===== src/rtl/ex_pkg.sv =====
// ----------------------------------------------------------------------------
// ex_pkg
// Shared definitions for the execute stage: ALU operation codes, the
// multi-cycle FSM state encoding and the default datapath width.
// ----------------------------------------------------------------------------
package ex_pkg;

   localparam int DATA_W_DEF = 32;

   localparam logic [2:0] ALU_ADD  = 3'b000;
   localparam logic [2:0] ALU_SUB  = 3'b001;
   localparam logic [2:0] ALU_AND  = 3'b010;
   localparam logic [2:0] ALU_OR   = 3'b011;
   localparam logic [2:0] ALU_SLT  = 3'b100;
   localparam logic [2:0] ALU_NOR  = 3'b101;
   localparam logic [2:0] ALU_MUL  = 3'b110;
   localparam logic [2:0] ALU_RSVD = 3'b111;

   typedef enum logic [1:0] {
      ST_IDLE = 2'd0,
      ST_MUL  = 2'd1,
      ST_DONE = 2'd2
   } ex_state_e;

endpackage


===== src/rtl/ex_mul_iter.sv =====
// ----------------------------------------------------------------------------
// ex_mul_iter
// Iterative shift-add multiplier. Consumes MUL_BITS multiplier bits per cycle
// and produces the low DATA_W bits of the unsigned product after
// DATA_W/MUL_BITS busy cycles.
//
// Ports:
//   clk, rst_n  clock / asynchronous active-low reset
//   start       load operands, clear accumulator and counter
//   abort       drop an in-flight multiply (counter cleared)
//   a, b        multiplicand / multiplier
//   busy        iterations in progress
//   done        high during the final iteration; product valid next cycle
//   product     accumulator (low DATA_W bits of a*b once finished)
// ----------------------------------------------------------------------------
module ex_mul_iter
   import ex_pkg::*;
#(
   parameter int DATA_W   = DATA_W_DEF,
   parameter int MUL_BITS = 1
) (
   input  logic              clk,
   input  logic              rst_n,
   input  logic              start,
   input  logic              abort,
   input  logic [DATA_W-1:0] a,
   input  logic [DATA_W-1:0] b,
   output logic              busy,
   output logic              done,
   output logic [DATA_W-1:0] product
);

   localparam int ITER  = DATA_W / MUL_BITS;
   localparam int CNT_W = $clog2(ITER + 1);

   logic [CNT_W-1:0]  cnt;
   logic [DATA_W-1:0] mcand;
   logic [DATA_W-1:0] mplier;
   logic [DATA_W-1:0] acc;
   logic [DATA_W-1:0] pp;

   // Partial product for the MUL_BITS low multiplier bits, built by shift-add.
   always_comb begin
      pp = '0;
      for (int k = 0; k < MUL_BITS; k++) begin
         if (mplier[k]) pp = pp + (mcand << k);
      end
   end

   assign done    = busy && (cnt == CNT_W'(ITER - 1));
   assign product = acc;

   always_ff @(posedge clk or negedge rst_n) begin
      if (!rst_n) begin
         busy <= 1'b0;
         cnt  <= '0;
      end else if (abort) begin
         busy <= 1'b0;
         cnt  <= '0;
      end else if (start) begin
         busy <= 1'b1;
         cnt  <= '0;
      end else if (busy) begin
         if (done) begin
            busy <= 1'b0;
            cnt  <= '0;
         end else begin
            cnt <= cnt + 1'b1;
         end
      end
   end

   // Datapath registers carry no reset: they are only observed after a start.
   always_ff @(posedge clk) begin
      if (start) begin
         mcand  <= a;
         mplier <= b;
         acc    <= '0;
      end else if (busy) begin
         acc    <= acc + pp;
         mcand  <= mcand << MUL_BITS;
         mplier <= mplier >> MUL_BITS;
      end
   end

endmodule


===== src/rtl/ex_stage_alu_mul.sv =====
// ----------------------------------------------------------------------------
// ex_stage_alu_mul
// Execute stage: single-cycle ALU plus an iterative multiplier that stalls
// the ID/EX buffer while it runs. All results are registered for EX/MEM.
// Optional feature macro: EX_OVERFLOW_EN adds out_ovf (signed ADD/SUB
// overflow, registered with out_result).
//
// Ports:
//   clk, rst_n       clock / asynchronous active-low reset
//   in_valid, flush  instruction present / redirect kill
//   in_alu_op, in_alu_src, in_reg_dst, in_dr1, in_dr2, in_sign_ext,
//   in_rt, in_rd     ID/EX buffer fields
//   stall            hold ID/EX contents (combinational)
//   out_valid, out_result, out_zero, out_wr_reg, out_store_data
//                    registered EX/MEM fields
//   out_ovf          (EX_OVERFLOW_EN only) signed overflow of ADD/SUB
// ----------------------------------------------------------------------------
module ex_stage_alu_mul
   import ex_pkg::*;
#(
   parameter int DATA_W   = DATA_W_DEF,
   parameter int MUL_BITS = 1
) (
   input  logic              clk,
   input  logic              rst_n,
   input  logic              in_valid,
   input  logic              flush,
   input  logic [2:0]        in_alu_op,
   input  logic              in_alu_src,
   input  logic              in_reg_dst,
   input  logic [DATA_W-1:0] in_dr1,
   input  logic [DATA_W-1:0] in_dr2,
   input  logic [DATA_W-1:0] in_sign_ext,
   input  logic [4:0]        in_rt,
   input  logic [4:0]        in_rd,
   output logic              stall,
   output logic              out_valid,
   output logic [DATA_W-1:0] out_result,
   output logic              out_zero,
`ifdef EX_OVERFLOW_EN
   output logic              out_ovf,
`endif
   output logic [4:0]        out_wr_reg,
   output logic [DATA_W-1:0] out_store_data
);

   function automatic logic [DATA_W-1:0] alu_f(input logic [2:0]        op,
                                                input logic [DATA_W-1:0] a,
                                                input logic [DATA_W-1:0] b);
      logic signed [DATA_W-1:0] sa;
      logic signed [DATA_W-1:0] sb;
      sa = a;
      sb = b;
      case (op)
         ALU_ADD: alu_f = a + b;
         ALU_SUB: alu_f = a - b;
         ALU_AND: alu_f = a & b;
         ALU_OR:  alu_f = a | b;
         ALU_SLT: alu_f = (sa < sb) ? DATA_W'(1) : '0;
         ALU_NOR: alu_f = ~(a | b);
         ALU_RSVD: alu_f = '0;
         default: alu_f = '0;  // MUL result comes from the iterative unit
      endcase
   endfunction

`ifdef EX_OVERFLOW_EN
   function automatic logic ovf_f(input logic [2:0]        op,
                                  input logic [DATA_W-1:0] a,
                                  input logic [DATA_W-1:0] b,
                                  input logic [DATA_W-1:0] r);
      case (op)
         ALU_ADD: ovf_f = (a[DATA_W-1] == b[DATA_W-1]) && (r[DATA_W-1] != a[DATA_W-1]);
         ALU_SUB: ovf_f = (a[DATA_W-1] != b[DATA_W-1]) && (r[DATA_W-1] != a[DATA_W-1]);
         default: ovf_f = 1'b0;
      endcase
   endfunction
`endif

   ex_state_e         state;
   logic [DATA_W-1:0] op_b;
   logic [4:0]        wr_sel;
   logic [DATA_W-1:0] alu_res;
   logic              mul_start;
   logic              mul_busy;
   logic              mul_done;
   logic [DATA_W-1:0] mul_product;
   logic [4:0]        cap_wr_reg;
   logic [DATA_W-1:0] cap_store;

   assign op_b      = in_alu_src ? in_sign_ext : in_dr2;
   assign wr_sel    = in_reg_dst ? in_rd : in_rt;
   assign alu_res   = alu_f(in_alu_op, in_dr1, op_b);
   assign mul_start = (state == ST_IDLE) && in_valid && (in_alu_op == ALU_MUL) && !flush;

   // Flush wins the same cycle; stall is also held low while in reset.
   // The multiplier is busy exactly while the FSM sits in ST_MUL.
   assign stall = rst_n && !flush && (mul_start || ((state == ST_MUL) && mul_busy));

   ex_mul_iter #(
      .DATA_W   (DATA_W),
      .MUL_BITS (MUL_BITS)
   ) u_mul (
      .clk     (clk),
      .rst_n   (rst_n),
      .start   (mul_start),
      .abort   (flush),
      .a       (in_dr1),
      .b       (op_b),
      .busy    (mul_busy),
      .done    (mul_done),
      .product (mul_product)
   );

   // Destination and store data of the MUL held until its result retires.
   always_ff @(posedge clk) begin
      if (mul_start) begin
         cap_wr_reg <= wr_sel;
         cap_store  <= in_dr2;
      end
   end

   // ---- EX/MEM output stage ----
   always_ff @(posedge clk or negedge rst_n) begin
      if (!rst_n) begin
         state          <= ST_IDLE;
         out_valid      <= 1'b0;
         out_result     <= '0;
         out_zero       <= 1'b0;
         out_wr_reg     <= '0;
         out_store_data <= '0;
`ifdef EX_OVERFLOW_EN
         out_ovf        <= 1'b0;
`endif
      end else if (flush) begin
         state     <= ST_IDLE;
         out_valid <= 1'b0;
      end else begin
         case (state)
            ST_IDLE: begin
               if (in_valid && (in_alu_op == ALU_MUL)) begin
                  state     <= ST_MUL;
                  out_valid <= 1'b0;
               end else if (in_valid) begin
                  out_valid      <= 1'b1;
                  out_result     <= alu_res;
                  out_zero       <= (alu_res == '0);
                  out_wr_reg     <= wr_sel;
                  out_store_data <= in_dr2;
`ifdef EX_OVERFLOW_EN
                  out_ovf        <= ovf_f(in_alu_op, in_dr1, op_b, alu_res);
`endif
               end else begin
                  out_valid <= 1'b0;
               end
            end
            ST_MUL: begin
               out_valid <= 1'b0;
               if (mul_done) state <= ST_DONE;
            end
            ST_DONE: begin
               state          <= ST_IDLE;
               out_valid      <= 1'b1;
               out_result     <= mul_product;
               out_zero       <= (mul_product == '0);
               out_wr_reg     <= cap_wr_reg;
               out_store_data <= cap_store;
`ifdef EX_OVERFLOW_EN
               out_ovf        <= 1'b0;
`endif
            end
            default: begin
               state     <= ST_IDLE;
               out_valid <= 1'b0;
            end
         endcase
      end
   end

endmodule

===== config.mk =====
export PLATFORM = sky130hd
export DESIGN_NAME = ex_stage_alu_mul
export DESIGN_NICKNAME = d
export VERILOG_FILES = /design/src/rtl/ex_pkg.sv /design/src/rtl/ex_mul_iter.sv /design/src/rtl/ex_stage_alu_mul.sv
export SDC_FILE = /design/constraint.sdc
export NUM_CORES = 1
export LEC_CHECK = 0
export ABC_AREA = 1
export CAP_MARGIN = 20
export CORE_MARGIN = 5
export CORE_UTILIZATION = 55
export DETAILED_ROUTE_END_ITERATION = 16
export HOLD_SLACK_MARGIN = 0.08
export PLACE_DENSITY = 0.76
export SETUP_SLACK_MARGIN = 0.5
export SLEW_MARGIN = 10
export SYNTH_ARGS = -nofsm -noshare
export SYNTH_HDL_FRONTEND = slang
export SYNTH_SLANG_ARGS = --single-unit

===== constraint.sdc =====
create_clock -name clk -period 6.2 [get_ports clk]
set_input_delay 1.24 -clock clk [delete_from_list [all_inputs] [get_ports clk]]
set_output_delay 1.24 -clock clk [all_outputs]
set_load 0.1 [all_outputs]

Yosys cells after proc, flatten, opt, wreduce, memory -nomap -nowiden
Cells that the tools add are included.
{ "word_totals": {"wordCells": 91, "mem_bits_rw": 0, "memories": 0, "inputBits": 115, "latchBits": 0, "regBits": 213, "rom_bits": 0} }
{ "classes": {"n_eq_ne": 13, "n_reduce_logical": 19, "n_div": 0, "magnitude_cmp": 1, "mux": 37, "mul": 0, "addsub": 4, "bitwise": 4, "n_shift": 0} }
{ "op_table": {"columns": ["op", "n"], "rows": [
  ["$mux W32", 10],
  ["$pmux W32 S6", 1],
  ["$pmux W32 S2", 2],
  ["$add A32 B32 Y32", 2],
  ["$logic_not A32 Y1", 2],
  ["$and A32 B32 Y32", 1],
  ["$lt A32 B32 Y1", 1],
  ["$not A32 Y32", 1],
  ["$or A32 B32 Y32", 1],
  ["$sub A32 B32 Y32", 1],
  ["$mux W6", 4],
  ["$mux W5", 3],
  ["$mux W1", 10],
  ["$pmux W5 S2", 1],
  ["$eq A3 B3 Y1 const B", 3],
  ["$logic_and A1 B1 Y1", 8],
  ["$add A6 B1 Y6 const B", 1],
  ["$eq A3 B2 Y1 const B", 2],
  ["$eq A6 B5 Y1 const B", 1],
  ["$mux W2", 3],
  ["$ne A2 B2 Y1 const B", 2],
  ["$pmux W1 S2", 2],
  ["$pmux W2 S2", 1],
  ["$reduce_and A4 Y1", 1],
  ["13 further kinds", 14]
]} }

Longest topological paths before layout
{ "depth": {"word_depth": 8, "ltp_mapped": 26, "mapped_depth_nobuf": 25} }

Cells and area by module
From an unflattened synthesis, not the netlist that was laid out.
{ "unflattened": {"hier_cells": 2926, "area_unflattened_um2": 18521.5} }
{ "modules_own_cells": {"columns": ["module", "instances", "area_per_inst_um2", "cells_per_inst"], "rows": [
  ["ex_stage_alu_mul", 1, 11521.0, 1869],
  ["ex_mul_iter", 1, 7000.5, 1057]
]} }

Worst setup path after synthesis
OpenSTA, ideal clock, no wires.
{ "synth_path": {"path_kind": "input to output", "startpoint": "input port in_alu_op[1]", "endpoint": "output port stall", "path_stages": 9, "setup_slack_ns": 1.056, "arrival_time_ns": 3.904, "path_cell_list": "buf_2 -> inv_1 -> nor3_1 -> nand2_1 -> nor2_1 -> clkinv_1 -> clkbuf_1 -> clkbuf_1 -> a21oi_1"} }
{ "synth_via": {"elab_chain_len": 5} }
{ "synth_rtl": {"columns": ["item", "line_no", "source"], "rows": [
  ["from (decl)", "ex_stage_alu_mul.sv:28", "input logic [2:0] in_alu_op,"],
  ["$eq A3 B3 Y1", "ex_stage_alu_mul.sv:93", "assign mul_start = (state == ST_IDLE) && in_valid && (in_alu_op == ALU_MUL) && !flush;"],
  ["$logic_and A1 B1 Y1 (2 in series)", "ex_stage_alu_mul.sv:93", null],
  ["$logic_or A1 B1 Y1", "ex_stage_alu_mul.sv:97", "assign stall = rst_n && !flush && (mul_start || ((state == ST_MUL) && mul_busy));"],
  ["$logic_and A1 B1 Y1", "ex_stage_alu_mul.sv:97", null],
  ["to (decl)", "ex_stage_alu_mul.sv:36", "output logic stall,"]
]} }
No other way between the ends.

Worst setup path in the final report
Ends and elaborated chain as after synthesis.

==> results.md <==
| Quantity | Reported | Unit |
| --- | --- | --- |
| Largest net degree at the start of global routing | 88 | - |
| TritonCTS clock tree | done | - |
| Remaining antenna violation count | 0 | - |
| Primary flip-flop cell chosen by synthesis mapping | edfxtp_1 | - |
| Top area cells in the synthesized netlist | edfxtp_1 (17%), nand2_1 (16%), dfrtp_1 (11%) | - |
| Minimum hold slack | 0.488 | ns |
| Fin area | 20,600 | µm² |
| Initial antenna violation count | 5 | - |
| I/O pin count | 187 | - |
| Worst Setup Start Kind | primary input | - |
| Layout net count | 3,066 | - |
| Data arrival at the endpoint of the critical path | 3.52 | ns |
| All-layer global routing usage | 35.7 | % |
| EDFF count, synth | 101 | - |
| Fraction of power consumed by combinational cells | 44.8 | % |
| Distinct cell type count after synthesis | 51 | - |
| Number of pins exceeding their max-slew limit in the final report | 0 | - |
| Worst slew margin | 28.8 | % |
| Count of port buffers added during placement | 186 | - |
| Total iterations of the first detailed-routing run | 5 | - |
| DP Worst Slack | 1.10 | ns |
| Detailed Route Iter0 Violations | 1,690 | - |
| Post-CTS sizing | 0 | - |
| Total Power Consumption | 6.07 | mW |
| Unrepaired setup endpoints after global routing | no | - |
| Dominant cell type by area after synthesis | edfxtp_1 | - |
| Clock power share | 24.5 | % |
| Hold depth | 2 | - |
| Htree depth | 1 | - |
| Period utilization | 76.8 | % |
| Layout area overhead | 17.1 | % |
| Count of mapped cells out of synthesis | 2,662 | - |
| Top cell type's share of synthesized area | 17.3 | % |
| Number of hold violations in the final report | 0 | - |
| Final non-filler cell total | 3,233 | - |
| Final Wtd Congestion | 1.09 | - |
| Total negative slack | 0 | ns |
| Width of the die | 189 | µm |
| Global route total overflow | 0 | - |
| Hold/Removal Path Class | flip-flop to flip-flop | - |
| Worst R2R End | u_mul.product[20] | - |
| Maximum fanout count along the critical path | 8 | - |
| Diodes inserted | 0 | - |
| Share of the core filled with cells in the final layout | 65.2 | % |
| Required arrival time at the worst endpoint | 4.96 | ns |
| Area of the core | 31,600 | µm² |
| Reg2Reg Depth | 18 | - |
| Vias in the first global route | 17,416 | - |
| Power density cells | 295 | nW/µm² |
| Via density | 5.76 | - |
| Tightest Pin Transition | 1.06 | ns |
| Max Clk Rate | 210 | MHz |
| CP endpoint kind | output port | - |
| Routed wire length | 66,200 | µm |
| Fraction of layout cells with a size suffix above 1 | 3.96 | % |
| Outcome | finished, final reports clean | - |
| Leakage | 10.4 | nW |
| Flip-flop and latch count after synthesis | 213 | - |
| VDD IR max | 0.224 | mV |
| Clock-pin slew of the registers on the worst-case setup and hold paths | 0.05 | ns |
| DRC | 0 | - |
| First-pass GRT wire length | 99,600 | µm |
| Cell Count Post-Placement | 3,189 | - |
| Number of buffers added for setup after CTS | 0 | - |
| Share of the yosys chip area belonging to registers | 32.3 | % |
| Launch instance of the worst register-to-register path | u_mul.mplier[0] | - |
| R2R Setup Slk | 2.58 | ns |
| Endpoint, Worst Hold | out_result[22] | - |
| Quantity of hold-fixing buffers added after cts | 0 | - |
| HPWL reported at the end of detailed placement | 51,500 | µm |
| Internal power | 3.35 | mW |
| Count of yosys warnings during synthesis | 0 | - |
| Clk root buf | clkbuf_16 | - |
| Number of setup violations in the final report | 0 | - |
| Number of buffers created by CTS | 24 | - |
| Net switching power | 2.72 | mW |
| Via count | 18,622 | - |
| Total standard cell area after synthesis | 17,600 | µm² |
| Fin crit period | 4.76 | ns |
| Crit path kind | primary input to output port | - |
| Cell Rows | 65 | - |
| Vert. Die Dim | 189 | µm |
| Sw Share | 44.8 | % |
| Max Buffers Root-to-Sink | 3 | - |
| Post-Synthesis Mean Instance Area | 6.60 | µm² |
| Fill cells | 2,861 | - |
| Portion of total power attributed to sequential cells | 30.7 | % |
| Clock network latency to the later pin of the worst-skew pair | 0.55 | ns |
| Share of flip-flops with an asynchronous set or reset | 37.6 | % |
| Number of sinks handled by clock tree synthesis | 213 | - |
| Effective utilization at floorplan | 55.7 | % |
| PnR worst setup slack | 1.44 | ns |
| Routed wire length per instance | 20.5 | µm |
| Syn_nets | 2,915 | - |
| Maximum clock skew at final layout | 0.0165 | ns |
| Number of max-capacitance violations reported | 0 | - |
| Die area | 35,600 | µm² |
| Worst Min Path Start | out_result[22] | - |
| Instance area at placement | 19,800 | µm² |
cell usage after synthesis (all sizes together), types with 3 or more instances:
| cell | count |
|---|---|
| a31oi | 46 |
| nand3b | 3 |
| inv | 429 |
| fa | 3 |
| o21bai | 15 |
| ha | 135 |
| nand2 | 760 |
| xnor2 | 9 |
| a221oi | 7 |
| xor2 | 17 |
| nor4 | 10 |
| o22ai | 22 |
| nor2 | 301 |
| mux2 | 5 |
| dfxtp | 32 |
| buf | 37 |
| o21ai | 195 |
| nand3 | 152 |
| nand4 | 26 |
| edfxtp | 101 |
| nor3 | 31 |
| a21oi | 157 |
| o21a | 6 |
| and2 | 3 |
| a21o | 4 |
| dfrtp | 80 |
| o211ai | 4 |
| clkbuf | 61 |
worst max-delay path, cell delays in order:
cell and delay [ns]:
clkdlybuf4s50_1 0.71, inv_1 0.23, nor3_1 0.41, nand2_1 0.19
nor2_4 0.14, clkinv_2 0.07, a21oi_1 0.30, buf_12 0.23
layout by cell type, fill, tap and decap left out, types with 17 or more instances in the layout:
master,n
nor2_1,290
a31oi_1,46
inv_1,421
xor2_1,17
nor3_1,31
dfxtp_1,32
ha_1,135
edfxtp_1,101
o21ai_0,192
dfrtp_1,80
nand3_1,149
a21oi_1,155
clkdlybuf4s50_1,183
clkbuf_16,26
nand4_1,26
o22ai_1,22
buf_4,38
nand2_1,758
cells by family after synthesis:
family | Yosys count | share of synthesized area, %
muxes | 6 | 0.377
adders and majority gates | 138 | 9.96
DFF | 213 | 32.3
xor gates and xnor gates | 26 | 1.30
buffers and inverters | 528 | 12.0
and+or+nand+nor | 1288 | 29.7
AOI/OAI and AO/OA | 463 | 14.4
layer usage:
metal  track usage, %  up-vias  share of wire [%]  wire, µm
met3             5.59      177                8.7      5750
li1                 -     8832                  -         -
met4             14.2        4                4.9      3230
met1             48.5     8703                 41     27200
met5                0        -              0.041        27
met2             57.7      906                 45     30000
how the worst max path moves through the flow:
| stage | start | end | cells after the start |
|---|---|---|---|
| detailed placement | in_dr2[0] | out_zero | 22 |
| global route | in_alu_op[1] | stall | 8 |
| global placement | in_sign_ext[7] | out_zero | 22 |
| CTS | in_alu_op[1] | stall | 8 |
| floorplan | in_alu_op[1] | stall | 9 |
| finish | in_alu_op[1] | stall | 8 |
cell type report:
type / instances / area (µm²) / area share [%]
Timing Repair Buffer: 223 / 2140 / 10.4
Tap cell: 402 / 503 / 2.44
Clock buffer: 31 / 689 / 3.35
Multi-Input combinational cell: 1921 / 9810 / 47.7
Sequential cell: 213 / 5680 / 27.6
Clock inverter: 13 / 134 / 0.651
Inverter: 430 / 1620 / 7.85
power by group through the flow:
stage               Combinational, mW  Sequential [mW]  Clock [mW]
floorplan                        1.32             2.43           0
global placement                 2.62             1.87           0
detailed placement               2.65             1.88           0
CTS                              2.68             1.86        1.49
global route                     2.93             1.88        1.56
finish                           2.72             1.86        1.49
(Power assumes the default switching activity.)
